### src/rtl/qlf_k6n10f_cfg_pkg.sv
// Purpose: shared types and sizing helpers for the K6N10F cluster config loader.
// Latency: n/a (package only).
// Backpressure: n/a (package only).
//   Contents: loader FSM state enum, LUT mask size helpers, config word count helper.
package qlf_k6n10f_cfg_pkg;

   // Loader sequencing states.
   typedef enum logic [2:0] {
      IDLE   = 3'd0,
      LOAD   = 3'd1,
      SHIFT  = 3'd2,
      CHECK  = 3'd3,
      COMMIT = 3'd4
   } cfg_state_e;

   // Mask bits per LUT for the default 6-input LUT.
   localparam int DEF_K    = 6;
   localparam int LUT_BITS = 2**DEF_K;

   // Mask bits per LUT for an arbitrary LUT input count.
   function automatic int lut_bits(input int k);
      return 1 << k;
   endfunction

   // Stream words needed to fill the whole cluster mask chain.
   // The caller is expected to pick num_luts*2**k divisible by cfg_w.
   function automatic int calc_nwords(input int num_luts, input int k, input int cfg_w);
      return (num_luts * lut_bits(k)) / cfg_w;
   endfunction

endpackage

### src/rtl/cfg_piso.sv
// Purpose: parallel-load, MSB-first shift register with a bit counter for one config word.
// Latency: first bit on dout the cycle after load; last asserted during the final shift cycle.
// Backpressure: none; en shifts one bit per cycle, load has priority over en.
//   Ports: C clock, R sync active-low reset, load/din parallel load, en shift enable,
//          dout current MSB, last high when the bit on dout is the word's final bit.
module cfg_piso #(
   parameter int W = 8
) (
   input  logic         C,
   input  logic         R,
   input  logic         load,
   input  logic [W-1:0] din,
   input  logic         en,
   output logic         dout,
   output logic         last
);

   localparam int BCW = $clog2(W + 1);

   logic [W-1:0]   sr_q;
   logic [BCW-1:0] cnt_q;

   always_ff @(posedge C) begin
      if (!R) begin
         sr_q  <= '0;
         cnt_q <= '0;
      end else if (load) begin
         sr_q  <= din;
         cnt_q <= BCW'(W);
      end else if (en && (cnt_q != '0)) begin
         // Shift left so the next-lower bit becomes the MSB on dout.
         sr_q  <= sr_q << 1;
         cnt_q <= cnt_q - BCW'(1);
      end
   end

   assign dout = sr_q[W-1];
   // One bit remaining means the current dout is the last of the word.
   assign last = (cnt_q == BCW'(1));

endmodule

### src/rtl/clb_cfg_loader.sv
// Purpose: streams LUT mask words into a K6N10F cluster chain and commits on a good XOR checksum.
// Latency: CFG_W+1 cycles per word; commit strobe NWORDS*(CFG_W+1)+2 cycles after first s_valid.
// Backpressure: s_ready high only in LOAD/CHECK and gated low by abort; no ready while shifting.
//   Ports: C/R clock and sync active-low reset; start/abort control; s_valid/s_data/s_ready
//          config stream; chain_en/chain_dout/chain_commit mask chain; busy/done/err status.
module clb_cfg_loader
   import qlf_k6n10f_cfg_pkg::*;
#(
   parameter int NUM_LUTS = 10,
   parameter int K        = 6,
   parameter int CFG_W    = 8
) (
   input  logic             C,
   input  logic             R,
   input  logic             start,
   input  logic             abort,
   input  logic             s_valid,
   input  logic [CFG_W-1:0] s_data,
   output logic             s_ready,
   output logic             chain_en,
   output logic             chain_dout,
   output logic             chain_commit,
   output logic             busy,
   output logic             done,
   output logic             err
);

   localparam int NWORDS = calc_nwords(NUM_LUTS, K, CFG_W);
   localparam int WCW    = $clog2(NWORDS + 1);
   localparam logic [WCW-1:0] NWORDS_C = WCW'(NWORDS);

   cfg_state_e       state_q, state_d;
   logic [WCW-1:0]   wcnt_q, wcnt_d;
   logic [CFG_W-1:0] acc_q, acc_d;
   logic             done_q, done_d;
   logic             err_q, err_d;

   logic             piso_load;
   logic             piso_dout;
   logic             piso_last;

   cfg_piso #(
      .W (CFG_W)
   ) u_piso (
      .C    (C),
      .R    (R),
      .load (piso_load),
      .din  (s_data),
      .en   (chain_en),
      .dout (piso_dout),
      .last (piso_last)
   );

   always_ff @(posedge C) begin
      if (!R) begin
         state_q <= IDLE;
         wcnt_q  <= '0;
         acc_q   <= '0;
         done_q  <= 1'b0;
         err_q   <= 1'b0;
      end else begin
         state_q <= state_d;
         wcnt_q  <= wcnt_d;
         acc_q   <= acc_d;
         done_q  <= done_d;
         err_q   <= err_d;
      end
   end

   always_comb begin
      state_d      = state_q;
      wcnt_d       = wcnt_q;
      acc_d        = acc_q;
      done_d       = done_q;
      err_d        = err_q;
      s_ready      = 1'b0;
      chain_en     = 1'b0;
      chain_commit = 1'b0;
      piso_load    = 1'b0;

      unique case (state_q)
         IDLE: begin
            // Simultaneous start+abort is treated as no request.
            if (start && !abort) begin
               done_d  = 1'b0;
               err_d   = 1'b0;
               acc_d   = '0;
               wcnt_d  = '0;
               state_d = LOAD;
            end
         end

         LOAD: begin
            s_ready = !abort;
            if (abort) begin
               done_d  = 1'b0;
               err_d   = 1'b0;
               state_d = IDLE;
            end else if (s_valid) begin
               piso_load = 1'b1;
               acc_d     = acc_q ^ s_data;
               wcnt_d    = wcnt_q + WCW'(1);
               state_d   = SHIFT;
            end
         end

         SHIFT: begin
            // The abort cycle still shifts; chain_en drops from the next cycle.
            chain_en = 1'b1;
            if (abort) begin
               done_d  = 1'b0;
               err_d   = 1'b0;
               state_d = IDLE;
            end else if (piso_last) begin
               state_d = (wcnt_q == NWORDS_C) ? CHECK : LOAD;
            end
         end

         CHECK: begin
            // Checksum word is compared only, never shifted into the chain.
            s_ready = !abort;
            if (abort) begin
               done_d  = 1'b0;
               err_d   = 1'b0;
               state_d = IDLE;
            end else if (s_valid) begin
               if (s_data == acc_q) begin
                  state_d = COMMIT;
               end else begin
                  err_d   = 1'b1;
                  state_d = IDLE;
               end
            end
         end

         COMMIT: begin
            // Abort is deliberately ignored here so the commit is atomic.
            chain_commit = 1'b1;
            done_d       = 1'b1;
            state_d      = IDLE;
         end

         default: state_d = IDLE;
      endcase
   end

   // Gate with chain_en so stale bits from an aborted word never reach the chain.
   assign chain_dout = chain_en & piso_dout;
   assign busy       = (state_q != IDLE);
   assign done       = done_q;
   assign err        = err_q;

endmodule

### config.mk
export PLATFORM = sky130hd
export DESIGN_NAME = clb_cfg_loader
export DESIGN_NICKNAME = d
export VERILOG_FILES = /design/src/rtl/qlf_k6n10f_cfg_pkg.sv /design/src/rtl/cfg_piso.sv /design/src/rtl/clb_cfg_loader.sv
export SDC_FILE = /design/constraint.sdc
export NUM_CORES = 1
export LEC_CHECK = 0
export BUFFER_PORTS_ARGS = -buffer_cell sky130_fd_sc_hd__buf_4
export CORE_MARGIN = 8
export CORE_UTILIZATION = 30
export CTS_BUF_LIST = sky130_fd_sc_hd__clkbuf_4
export CTS_CLUSTER_SIZE = 8
export DETAILED_ROUTE_END_ITERATION = 6
export MAX_ROUTING_LAYER = met4
export PLACE_DENSITY_LB_ADDON = 0.15
export SLEW_MARGIN = 20
export SYNTH_ARGS = -nofsm -noshare
export SYNTH_HDL_FRONTEND = slang
export SYNTH_SLANG_ARGS = --single-unit
### constraint.sdc
create_clock -name C -period 3.4 [get_ports C]
set_input_delay 0.51 -clock C [delete_from_list [all_inputs] [get_ports C]]
set_output_delay 0.51 -clock C [all_outputs]
set_load 0.02 [all_outputs]
# Word-level counts from Yosys, hierarchy flattened
# Cells that the tools add are included.
dict set report word_totals {
  out_inout_bits 7
  reg_bits 32
}
dict set report classes {
  bitwise_logic 3
  n_mux 35
  n_addsub 2
  n_reduce_logical 18
  eq_ne 16
}
# op n
set ops {}
lappend ops {{2-to-1 mux 8 bit} 5}
lappend ops {{2-to-1 mux 3 bit} 8}
lappend ops {{2-to-1 mux 7 bit} 3}
lappend ops {{one-hot mux 8 bit (2 select lines)} 1}
lappend ops {{one-hot mux 7 bit (2 select lines)} 1}
lappend ops {{!= test 3 bit (second input constant)} 4}
lappend ops {{one-hot mux 3 bit (4 select lines)} 1}
lappend ops {{2-to-1 mux 1 bit} 11}
lappend ops {{nonzero test 3 bit} 3}
lappend ops {{equality test 8 bit} 1}
lappend ops {{2-to-1 mux 4 bit} 2}
lappend ops {{AND reduction 4 bit} 2}
lappend ops {{bitwise XOR 8 bit} 1}
lappend ops {{adder 7 x 1 -> 7 bit (second input constant)} 1}
lappend ops {{equality test 7 bit (second input constant)} 1}
lappend ops {{equality test 3 x 2 -> 1 bit (second input constant)} 2}
lappend ops {{!= test 2 bit (second input constant)} 3}
lappend ops {{one-hot mux 1 bit (3 select lines)} 2}
lappend ops {{OR reduction 2 bit} 3}
lappend ops {{AND reduction 5 bit} 1}
lappend ops {{equality test 4 x 1 -> 1 bit (second input constant)} 1}
lappend ops {{!= test 2 x 1 -> 1 bit (second input constant)} 2}
lappend ops {{nonzero test 2 bit} 2}
lappend ops {{nonzero test 4 bit} 1}
lappend ops {{other kinds (11)} 12}

# Depth between registers and ports, before layout
# Gate-level depths: netlist of run 1.
dict set report logic_depth {
  depth_word 5
  mapped_depth 7
  depth_no_buf 6
}

# Hierarchy
# From an unflattened synthesis of run 1, not the netlist that was laid out.
dict set report hier_totals {
  cells_unflattened 202
  hier_area_um2 1795.5
}
# module n_inst cells_each area_each_um2
set modules_own_cells {}
lappend modules_own_cells {clb_cfg_loader 1 132 1141.1}
lappend modules_own_cells {cfg_piso 1 70 654.4}

# Least setup slack after synthesis of run 1
# Ideal clock, no wire load.
dict set report synth_timing {
  kind {input to register}
  from {input abort}
  to {register acc_q[0]}
  setup_time_ps 117
  stages 7
  path_slack_ps 1757
  t_arrival_ps 1526
  t_required_ps 3283
  cell_sequence {buf_2 > nand2b_1 > nor3_1 > nand2_1 > nand2_1 > buf_2 > nor2_1}
}
dict set report synth_via {
  elab_chain_len 4
  word_cells_on_any_way 5
}
# item line
set synth_lines {}
lappend synth_lines {{from (decl)} clb_cfg_loader.sv:16} ;# input logic abort,
lappend synth_lines {{zero test 1 bit} clb_cfg_loader.sv:84} ;# if (start && !abort) begin
lappend synth_lines {{logical AND 1 bit} clb_cfg_loader.sv:84}
lappend synth_lines {{!= test 2 bit (no line)} n/a}
lappend synth_lines {{AND reduction 4 bit (no line) *} n/a}
lappend synth_lines {{to (signal assigned)} clb_cfg_loader.sv:58} ;# acc_q <= '0;
lappend synth_lines {{to (signal assigned)} clb_cfg_loader.sv:64} ;# acc_q <= acc_d;
lappend synth_lines {{to (decl)} clb_cfg_loader.sv:34} ;# logic [CFG_W-1:0] acc_q, acc_d;
# Every way passes the cells marked *; elsewhere a longest branch is shown, timed or not.
# A chain may end at the register's enable or synchronous reset.

# Worst setup path in the final report of run 1
dict set report layout_timing {
  from {register state_q[2]}
  to {output chain_commit}
}
dict set report layout_via {
  elab_chain_len 2
}
# item line
set layout_lines {}
lappend layout_lines {{from (decl)} clb_cfg_loader.sv:32} ;# cfg_state_e state_q, state_d;
lappend layout_lines {{from (signal assigned)} clb_cfg_loader.sv:62} ;# state_q <= state_d;
lappend layout_lines {{equality test 3 bit} clb_cfg_loader.sv:81} ;# unique case (state_q)
lappend layout_lines {{2-to-1 mux 1 bit} clb_cfg_loader.sv:81}
lappend layout_lines {{to (decl)} clb_cfg_loader.sv:22} ;# output logic chain_commit,
# No other way between the ends.

==> impl_metrics.yaml, run 1 <==
die:
  fp.coreArea_um2: 5440
  die-width_um: 90.6
  std_cell_rows: 27
  start_util: 0.307
  pin_count: 20
  fp.dieH_um: 90.6
  dieArea_um2: 8210
timing:
  skew_ps: 11.1
  tns_ps: 0
  rsz0062_at_grt: "false"
  final-hold-violation-count: 0
  min_period_ps: 2080
  finalCritPeriodShare: 0.611
  max_freq_mhz: 481
  slew_headroom: 0.451
  finalSetupViolCount: 0
  whs_ps: 465
  maxSlewViolCount: 0
  worst_slew_pin_slew_ps: 817
placement:
  post_dp_cell_area_um2: 1840
  gp_congestion: 0.768
  io_buffers: 19
  place_hpwl_um: 2560
  post-place-cells: 269
hold_path:
  hold_path_end: "state_q[0]$_SDFFE_PN0P_"
  min_from: "R"
  holdPathStages: 3
  hp-class: "primary input to flop"
drt:
  drt-initial-drc-count: 65
  vias: 1250
  drtAntennaViolNets: 0
  post-route-drc-count: 0
  drtPass1Iterations: 6
  wire_per_inst_um: 12.6
  vias_per_cell: 4.51
  routed_wl_um: 3490
logic_synthesis:
  synth_nets: 204
  synth_top_area_cell: "dfxtp_1"
  syn_avg_cell_area_um2: 8.93
  yosys_most_used_dff: "dfxtp_1"
  ys_warn_count: 0
  syn_inst: 187
  synth_edf_count: 0
  synth_top_area_frac: 0.384
  synth_seq_cells: 32
  yosys-top-cells-area: "dfxtp_1, xor2_1, nor2_1, mux2i_1, xnor2_1"
  ys_seq_area_frac: 0.384
  async_flop_share: 0
  yosysUniqueCellTypes: 40
  syn_area_um2: 1670
layout:
  final_util: 0.348
  fillers: 574
  area.growth.synth_to_final_pct: 13.3
  multi_input_area_um2: 942
  nets: 221
  final_area_um2: 1890
  drive_gt1_frac: 0.161
  fin_cells: 277
  n_antenna_cell: 0
  final-seq-area_um2: 641
clocking:
  clockBufferDepth: 2
  cts-root-buf: "clkbuf_4"
  cts_buffers: 5
  clk_latency_ps: 330
  cts_setup_buffers: 0
  cts_tree: "done"
  clkTransAtPathRegs_ps: 110
  holdBufCountCts: 0
  ctsHtreeMaxLevel: 2
  clock_sinks: 32
  cts_resized: 0
grt:
  grt_pass1_wl_um: 5930
  track_usage: 0.0904
  antenna_found_initial: 0
  grtUsageMet1: 0.113
  grt_pass1_vias: 1240
  gr-total-overflow: 0
  grt_use_met3: 0.0308
  grtUsageMet2: 0.131
  top_usage_layer: "met2"
  grt_max_degree: 17
power:
  clkPwrFrac: 0.280
  switching_share: 0.287
  p_int_w: 0.000521
  max-vdd-ir-drop_v: 0.000199
  p_per_area_nw_per_um2: 386
  seqPwrFrac: 0.557
  leakagePower_nw: 0.696
  pwr-share-comb: 0.163
  switching_power_w: 0.000210
worst_setup_path:
  r2r_cells: 5
  slowest_delay_ps: 670
  crit_chain: "inv_1, nor2_1, buf_4"
  crit_arrival_ps: 1570
  required_ps: 2890
  rrSetupSlack_ps: 1470
  critPathKind: "flop to output pin"
  reg2reg_from: "state_q[0]$_SDFFE_PN0P_"
  path_max_fanout: 9
  start_kind: "flop"
  critical-path-slowest-cell: "dfxtp_1"
  r2r_end: "wcnt_q[4]$_SDFFE_PN0P_"
  endpoint_kind: "output pin"
run:
  maxCapViolations: 0
status:
  outcome: "finished, final reports clean"
[area by class of cell]
| class | count | area share |
|---|---|---|
| clock buffer | 5 | 0.0198 |
| clock inverter | 3 | 0.00727 |
| inverter | 7 | 0.0139 |
| multi-input combinational | 139 | 0.498 |
| sequential | 32 | 0.338 |
| tap | 72 | 0.0476 |
| timing repair buffer | 19 | 0.0753 |
[placed cells by master, fill, tap and decap left out, drive strengths merged]
cell     instances
a221o            1
ha               4
and3             2
nand4b           1
xor2            16
nand2           18
o21ai            2
a31oi            2
and2             2
clkinv           3
nor4             1
a2111oi          1
a22o             1
nand2b           3
nor3b            1
a21oi            5
o211ai           1
a21o             1
nand3            1
or4              1
nor2b            1
clkbuf           5
dfxtp           32
buf             19
a211oi           8
nor3             3
mux2i            8
xnor2            9
nor4bb           2
inv              7
nor2            33
nand4            8
nand3b           2
o31ai            1
[registers in the layout, indices dropped and copies added, names as in the netlist]
name,flops
wcnt_q,7
u_piso.sr_q,8
err,1
state_q,3
acc_q,8
done,1
u_piso.cnt_q,4
[worst max-delay path by stage]
| stage | from | to | slack, ps | cells after the start |
|---|---|---|---|---|
| 2_1_floorplan | abort | acc_q[0]$_SDFFE_PN0P_ | 1760 | 7 |
| 3_5_place_dp | s_valid | wcnt_q[5]$_SDFFE_PN0P_ | 1450 | 6 |
| 4_1_cts | state_q[0]$_SDFFE_PN0P_ | chain_dout | 1310 | 4 |
| 6_report | state_q[2]$_SDFFE_PN0P_ | chain_commit | 1320 | 3 |
| 5_1_grt | state_q[0]$_SDFFE_PN0P_ | chain_dout | 1220 | 4 |
| 3_3_place_gp | s_valid | wcnt_q[5]$_SDFFE_PN0P_ | 1460 | 6 |
[per-stage QoR]
stage               worst slack, ps  total power, W
floorplan                      1760        0.000499
global placement               1460        0.000538
detailed placement             1450        0.000535
CTS                            1310        0.000744
global route                   1220        0.000770
finish                         1320        0.000730
[Yosys cell counts (4+ instances only)]
library cell / number
mux2i_1: 8
xor2_1: 16
a21oi_1: 5
nand4_1: 8
dfxtp_1: 32
a211oi_1: 6
inv_1: 7
nand2_1: 18
nor2_1: 32
ha_1: 4
buf_2: 4
xnor2_1: 9
[layer usage]
| layer | up-vias | wire [um] |
|---|---|---|
| li1 | 666 | - |
| met5 | - | 0 |
| met1 | 568 | 1780 |
| met3 | 4 | 116 |
| met2 | 12 | 1550 |
| met4 | 0 | 45 |
[worst max-delay path: cells and delay by family (launching register included)]
family,cells,cell delay (ps)
flops,1,670
buf+inv,2,380
simple gates,1,190
[kinds of logic (layout without fill, tap and decap cells)]
logic type                 count (synthesis)  after routing  share of synthesized area
buffers and inverters                     16             34                     0.0524
adders and majority gates                  4              4                     0.0300
AOI/OAI and AO/OA                         23             23                      0.109
DFF                                       32             32                      0.384
muxes                                      8              8                     0.0479
xor gates and xnor gates                  25             25                      0.131
and+or+nand+nor                           79             79                      0.246
[power by group through the flow]
stage,clock [W],sequential [W],combinational [W]
final,0.000204,0.000407,0.000119
after global routing,0.000228,0.000410,0.000132
after CTS,0.000216,0.000407,0.000121
after detailed placement,0,0.000415,0.000120
after global placement,0,0.000416,0.000122
after floorplan,0,0.000410,0.0000897
Note: power is estimated with default switching activity, not from simulation.
==> inputs of run 2 (changes only) <==
==> constraint.sdc (replaced) <==
create_clock -name C -period 2 [get_ports C]
set_input_delay 0.3 -clock C [delete_from_list [all_inputs] [get_ports C]]
set_output_delay 0.3 -clock C [all_outputs]
set_load 0.02 [all_outputs]
==> run 2 against run 1 <==
Effect of this change:
- flip-flop and latch count unchanged
- non-clock buffer count increased by 4
- sequential power increased by 70%
- first-iteration DRC count decreased by 3.1%
- clock skew decreased by 4.5 ps
- worst hold slack got worse by 220 ps
- clock power increased by 83%
- die area unchanged
- register-to-register slack got worse by 1100 ps
- critical path type unchanged
==> impl_metrics.yaml, run 2 (synthesis results as in run 1) <==
die:
  start_util: 0.307
  fp.coreArea_um2: 5440
  std_cell_rows: 27
  dieArea_um2: 8210
  die-width_um: 90.6
  pin_count: 20
  fp.dieH_um: 90.6
worst_setup_path:
  start_kind: "flop"
  rrSetupSlack_ps: 350
  r2r_cells: 5
  r2r_end: "u_piso.sr_q[3]$_SDFFE_PN0P_"
  slowest_delay_ps: 580
  crit_family: "flip-flops"
  worst-path-buf-inv: 1
  crit_arrival_ps: 1570
  path_max_fanout: 11
  crit_chain: "nand2b_4, nor2_1, and2_1, buf_4"
  critical-path-slowest-cell: "dfxtp_1"
  reg2reg_from: "state_q[1]$_SDFFE_PN0P_"
  critPathKind: "flop to output pin"
  endpoint_kind: "output pin"
  required_ps: 1700
clocking:
  cts_tree: "done"
  clockBufferDepth: 2
  clkTransAtPathRegs_ps: 100
  clk_latency_ps: 340
  clock_sinks: 32
  cts_resized: 0
  cts_buffers: 5
  cts-root-buf: "clkbuf_4"
  ctsHtreeMaxLevel: 2
  holdBufCountCts: 0
  cts_setup_buffers: 0
timing:
  finalSetupViolCount: 0
  slew_headroom: 0.656
  final-hold-violation-count: 0
  whs_ps: 250
  rsz0062_at_grt: "false"
  max_freq_mhz: 534
  skew_ps: 6.52
  tns_ps: 0
  maxSlewViolCount: 0
  min_period_ps: 1870
  worst_slew_pin_slew_ps: 515
  finalCritPeriodShare: 0.936
hold_path:
  holdPathStages: 3
  hold_path_end: "u_piso.sr_q[0]$_SDFFE_PN0P_"
  hp-class: "primary input to flop"
  min_from: "s_data[0]"
grt:
  antenna_found_initial: 0
  grt_max_degree: 17
  track_usage: 0.0988
  grtUsageMet1: 0.124
  grtUsageMet2: 0.146
  grt_pass1_vias: 1308
  top_usage_layer: "met2"
  grt_pass1_wl_um: 6450
  grt_use_met3: 0.0283
  gr-total-overflow: 0
drt:
  vias_per_cell: 4.64
  post-route-drc-count: 0
  drtAntennaViolNets: 0
  drtPass1Iterations: 4
  wire_per_inst_um: 13.0
  vias: 1298
  routed_wl_um: 3630
  drt-initial-drc-count: 63
placement:
  gp_congestion: 0.726
  io_buffers: 19
  place_hpwl_um: 2680
layout:
  fillers: 580
  drive_gt1_frac: 0.178
  final-seq-area_um2: 641
  multi_input_area_um2: 942
  area.growth.synth_to_final_pct: 15.1
  layout_common_cells: "nor2_1, dfxtp_1, buf_4"
  n_antenna_cell: 0
  reg_top3: "acc_q: 8 flops, u_piso.sr_q: 8 flops, wcnt_q: 7 flops"
  nets: 225
status:
  outcome: "finished, final reports clean"
run:
  maxCapViolations: 0
power:
  p_per_area_nw_per_um2: 663
  max-vdd-ir-drop_v: 0.000268
  leakagePower_nw: 0.714
==> run 2: cell types whose count changed in the layout (fill, tap and decap cells not counted) <==
cell	delta
buf_4	+4
clkinv_1	-1
clkinv_2	-1
clkbuf_4	+1
==> run 2: final cells by class <==
cell class	instances	share of cell area
clock buffers	6	0.0234
clock inverters	1	0.00260
inverters	7	0.0137
multi-input cells	139	0.490
flip-flops and latches	32	0.333
well taps	72	0.0469
repair buffers	23	0.0898
==> run 2: worst max path at each step <==
stage / start / to / slack [ps] / cells past startpoint
detailed placement: s_data[4] / err$_SDFFE_PN0P_ / 290 / 6
global placement: s_data[4] / err$_SDFFE_PN0P_ / 260 / 6
floorplan: u_piso.cnt_q[0]$_SDFFE_PP0P_ / u_piso.sr_q[3]$_SDFFE_PN0P_ / 430 / 6
CTS: state_q[0]$_SDFFE_PN0P_ / chain_dout / 100 / 4
finish: state_q[0]$_SDFFE_PN0P_ / chain_dout / 130 / 4
global route: state_q[0]$_SDFFE_PN0P_ / chain_dout / 4 / 4
==> run 2: worst reg2reg max path: stages, from the launching register on <==
cell	delay, ps
dfxtp_1	610
nand2b_4	130
a211oi_4	210
buf_4	240
mux2i_1	250
a211oi_2	90
==> run 2: per-stage QoR <==
step           std cells  worst slack, ps  total power (W)  utilization  instance area, um2
6_report             280              128          0.00127        0.353                1920
5_1_grt              280             3.61          0.00135        0.353                1920
4_1_cts              280             98.5          0.00130        0.353                1920
3_5_place_dp         273              291         0.000919        0.344                1870
3_3_place_gp         273              261         0.000922        0.344                1870
2_1_floorplan        187              435         0.000849            -                1670
==> run 2: power breakdown <==
group	internal, W	leakage [nW]	total [W]	switching, W
Sequential	0.000664	0.259	0.000691	0.0000279
Clock	0.000143	0.0315	0.000373	0.000230
Combinational	0.0000982	0.423	0.000210	0.000112
==> run 2: metal layers <==
layer	vias up	routed length, um
met4	0	55
met5	-	0
met1	600	1780
met2	14	1680
li1	677	-
met3	7	109
==> inputs of run 3 (changes only) <==
--- a/config.mk
+++ b/config.mk
@@ -7,7 +7,7 @@
 export LEC_CHECK = 0
 export BUFFER_PORTS_ARGS = -buffer_cell sky130_fd_sc_hd__buf_4
 export CORE_MARGIN = 8
-export CORE_UTILIZATION = 30
+export CORE_UTILIZATION = 40
 export CTS_BUF_LIST = sky130_fd_sc_hd__clkbuf_4
 export CTS_CLUSTER_SIZE = 8
 export DETAILED_ROUTE_END_ITERATION = 6
==> run 3 against run 2 <==
Effect of this change:
- total power rose by 9.7%
- critical path depth did not move
- global-route usage rose by 1.8 points
- via count rose by 2.2%
- die area fell by 21%
- cell area fell by 0.26%
- count of clock-buffer cells in the layout did not move
- non-clock buffer count fell by 1
- largest power group unchanged
- cell count fell by 7.9%
- worst setup slack improved by 22 ps
- sequential power barely moved
- sequential share of layout area rose by 0.087 points
==> impl_metrics.yaml, run 3 (synthesis results as in run 1) <==
worst_setup_path:
  cp.depth: 4
  r2r_cells: 5
  required_ps: 1700
  crit_family: "flip-flops"
  slowest_delay_ps: 560
  crit_arrival_ps: 1550
  path_max_fanout: 11
  critPathKind: "flop to output pin"
  start_kind: "flop"
  crit_chain: "nand2b_4, nor2_1, and2_1, buf_4"
  critical-path-slowest-cell: "dfxtp_1"
  endpoint_kind: "output pin"
  worst-path-buf-inv: 1
  rrSetupSlack_ps: 350
timing:
  max_freq_mhz: 541
  rsz0062_at_grt: "false"
  finalCritPeriodShare: 0.925
  maxSlewViolCount: 0
  slew_headroom: 0.659
  min_period_ps: 1850
  skew_ps: 15.5
  finalSetupViolCount: 0
  tns_ps: 0
  worst_slew_pin_slew_ps: 511
  final-hold-violation-count: 0
  fin_ws_ps: 150
placement:
  post_dp_cell_area_um2: 1840
  gp_congestion: 0.849
  pre_cts_slack_ps: 325
  io_buffers: 19
  post-place-cells: 250
  place_hpwl_um: 2630
clocking:
  cts_resized: 0
  cts_tree: "done"
  clkTransAtPathRegs_ps: 110
  cts_buffers: 5
  holdBufCountCts: 0
  cts-root-buf: "clkbuf_4"
  clockBufferDepth: 2
  clock_sinks: 32
  cts_setup_buffers: 0
  ctsHtreeMaxLevel: 2
  clk_latency_ps: 330
grt:
  gr-total-overflow: 0
  grt_pass1_wl_um: 5930
  grt_pass1_vias: 1311
  track_usage: 0.117
  grt_max_degree: 16
  antenna_found_initial: 0
layout:
  layout_common_cells: "nor2_1, dfxtp_1, buf_4"
  final-seq-area_um2: 641
  fin_cells: 258
  fillers: 399
  drive_gt1_frac: 0.178
  multi_input_area_um2: 942
  reg_top3: "acc_q: 8 flops, u_piso.sr_q: 8 flops, wcnt_q: 7 flops"
  area.growth.synth_to_final_pct: 14.8
  final_area_um2: 1920
  nets: 224
  n_antenna_cell: 0
drt:
  wire_per_inst_um: 13.6
  drtPass1Iterations: 4
  vias_per_cell: 5.14
  drtAntennaViolNets: 0
  vias: 1327
  routed_wl_um: 3520
  post-route-drc-count: 0
  drt-initial-drc-count: 72
hold_path:
  holdPathStages: 3
  hp-class: "primary input to flop"
die:
  fp.dieH_um: 80.6
  die-width_um: 80.6
  std_cell_rows: 23
  start_util: 0.418
  dieArea_um2: 6500
  pin_count: 20
  fp.coreArea_um2: 4000
power:
  p_per_area_nw_per_um2: 730
  leakagePower_nw: 0.724
  max-vdd-ir-drop_v: 0.000429
status:
  outcome: "finished, final reports clean"
run:
  maxCapViolations: 0
-- run 3: cell types whose count changed in the layout (fill, tap and decap cells not counted), sizes merged --
cell    previous run  this run
bufinv             0         1
buf               23        22
-- run 3: metal layers --
layer / up-vias / GRT usage / wire length, um
met5: - / - / 0
met4: 0 / 0.0327 / 35
met3: 4 / 0.0413 / 125
met2: 21 / 0.186 / 1730
met1: 628 / 0.136 / 1630
li1: 674 / - / -
-- run 3: stage by stage --
stage	power (W)	hold slack [ps]	utilization
after floorplan	0.000849	446	-
after global placement	0.000910	459	0.459
after detailed placement	0.000914	468	0.459
after CTS	0.00141	246	0.479
after global routing	0.00147	259	0.479
final	0.00140	258	0.479
-- run 3: final timing paths --
| path | from | end |
|---|---|---|
| worst max-delay path | state_q[0]$_SDFFE_PN0P_ | chain_dout |
| worst min-delay path | s_data[0] | u_piso.sr_q[0]$_SDFFE_PN0P_ |
| worst max register to register | state_q[2]$_SDFFE_PN0P_ | err$_SDFFE_PN0P_ |
| worst min register to register | done$_SDFFE_PN0P_ | done$_SDFFE_PN0P_ |
-- run 3: worst reg2reg max path, cell delays in order, from the launching register on --
cell     delay (ps)
dfxtp_1         470
nor2_4          250
nand4_1         100
or4_1           470
a31oi_1         210
nor2_1           50
-- run 3: power by group --
part / internal [W] / switching (W) / leakage [nW] / total, W
Clock: 0.000276 / 0.000223 / 0.0456 / 0.000499
Combinational: 0.0000957 / 0.000112 / 0.419 / 0.000208
Sequential: 0.000664 / 0.0000281 / 0.259 / 0.000692
Total: 0.00103 / 0.000364 / 0.724 / 0.00140
-- run 3: final cells by class --
| class | count | area share |
|---|---|---|
| multi-input cells | 139 | 0.492 |
| inverters | 7 | 0.0137 |
| clock buffers | 6 | 0.0235 |
| clock inverters | 2 | 0.0183 |
| repair buffers | 22 | 0.0862 |
| well taps | 50 | 0.0326 |
| flip-flops and latches | 32 | 0.334 |
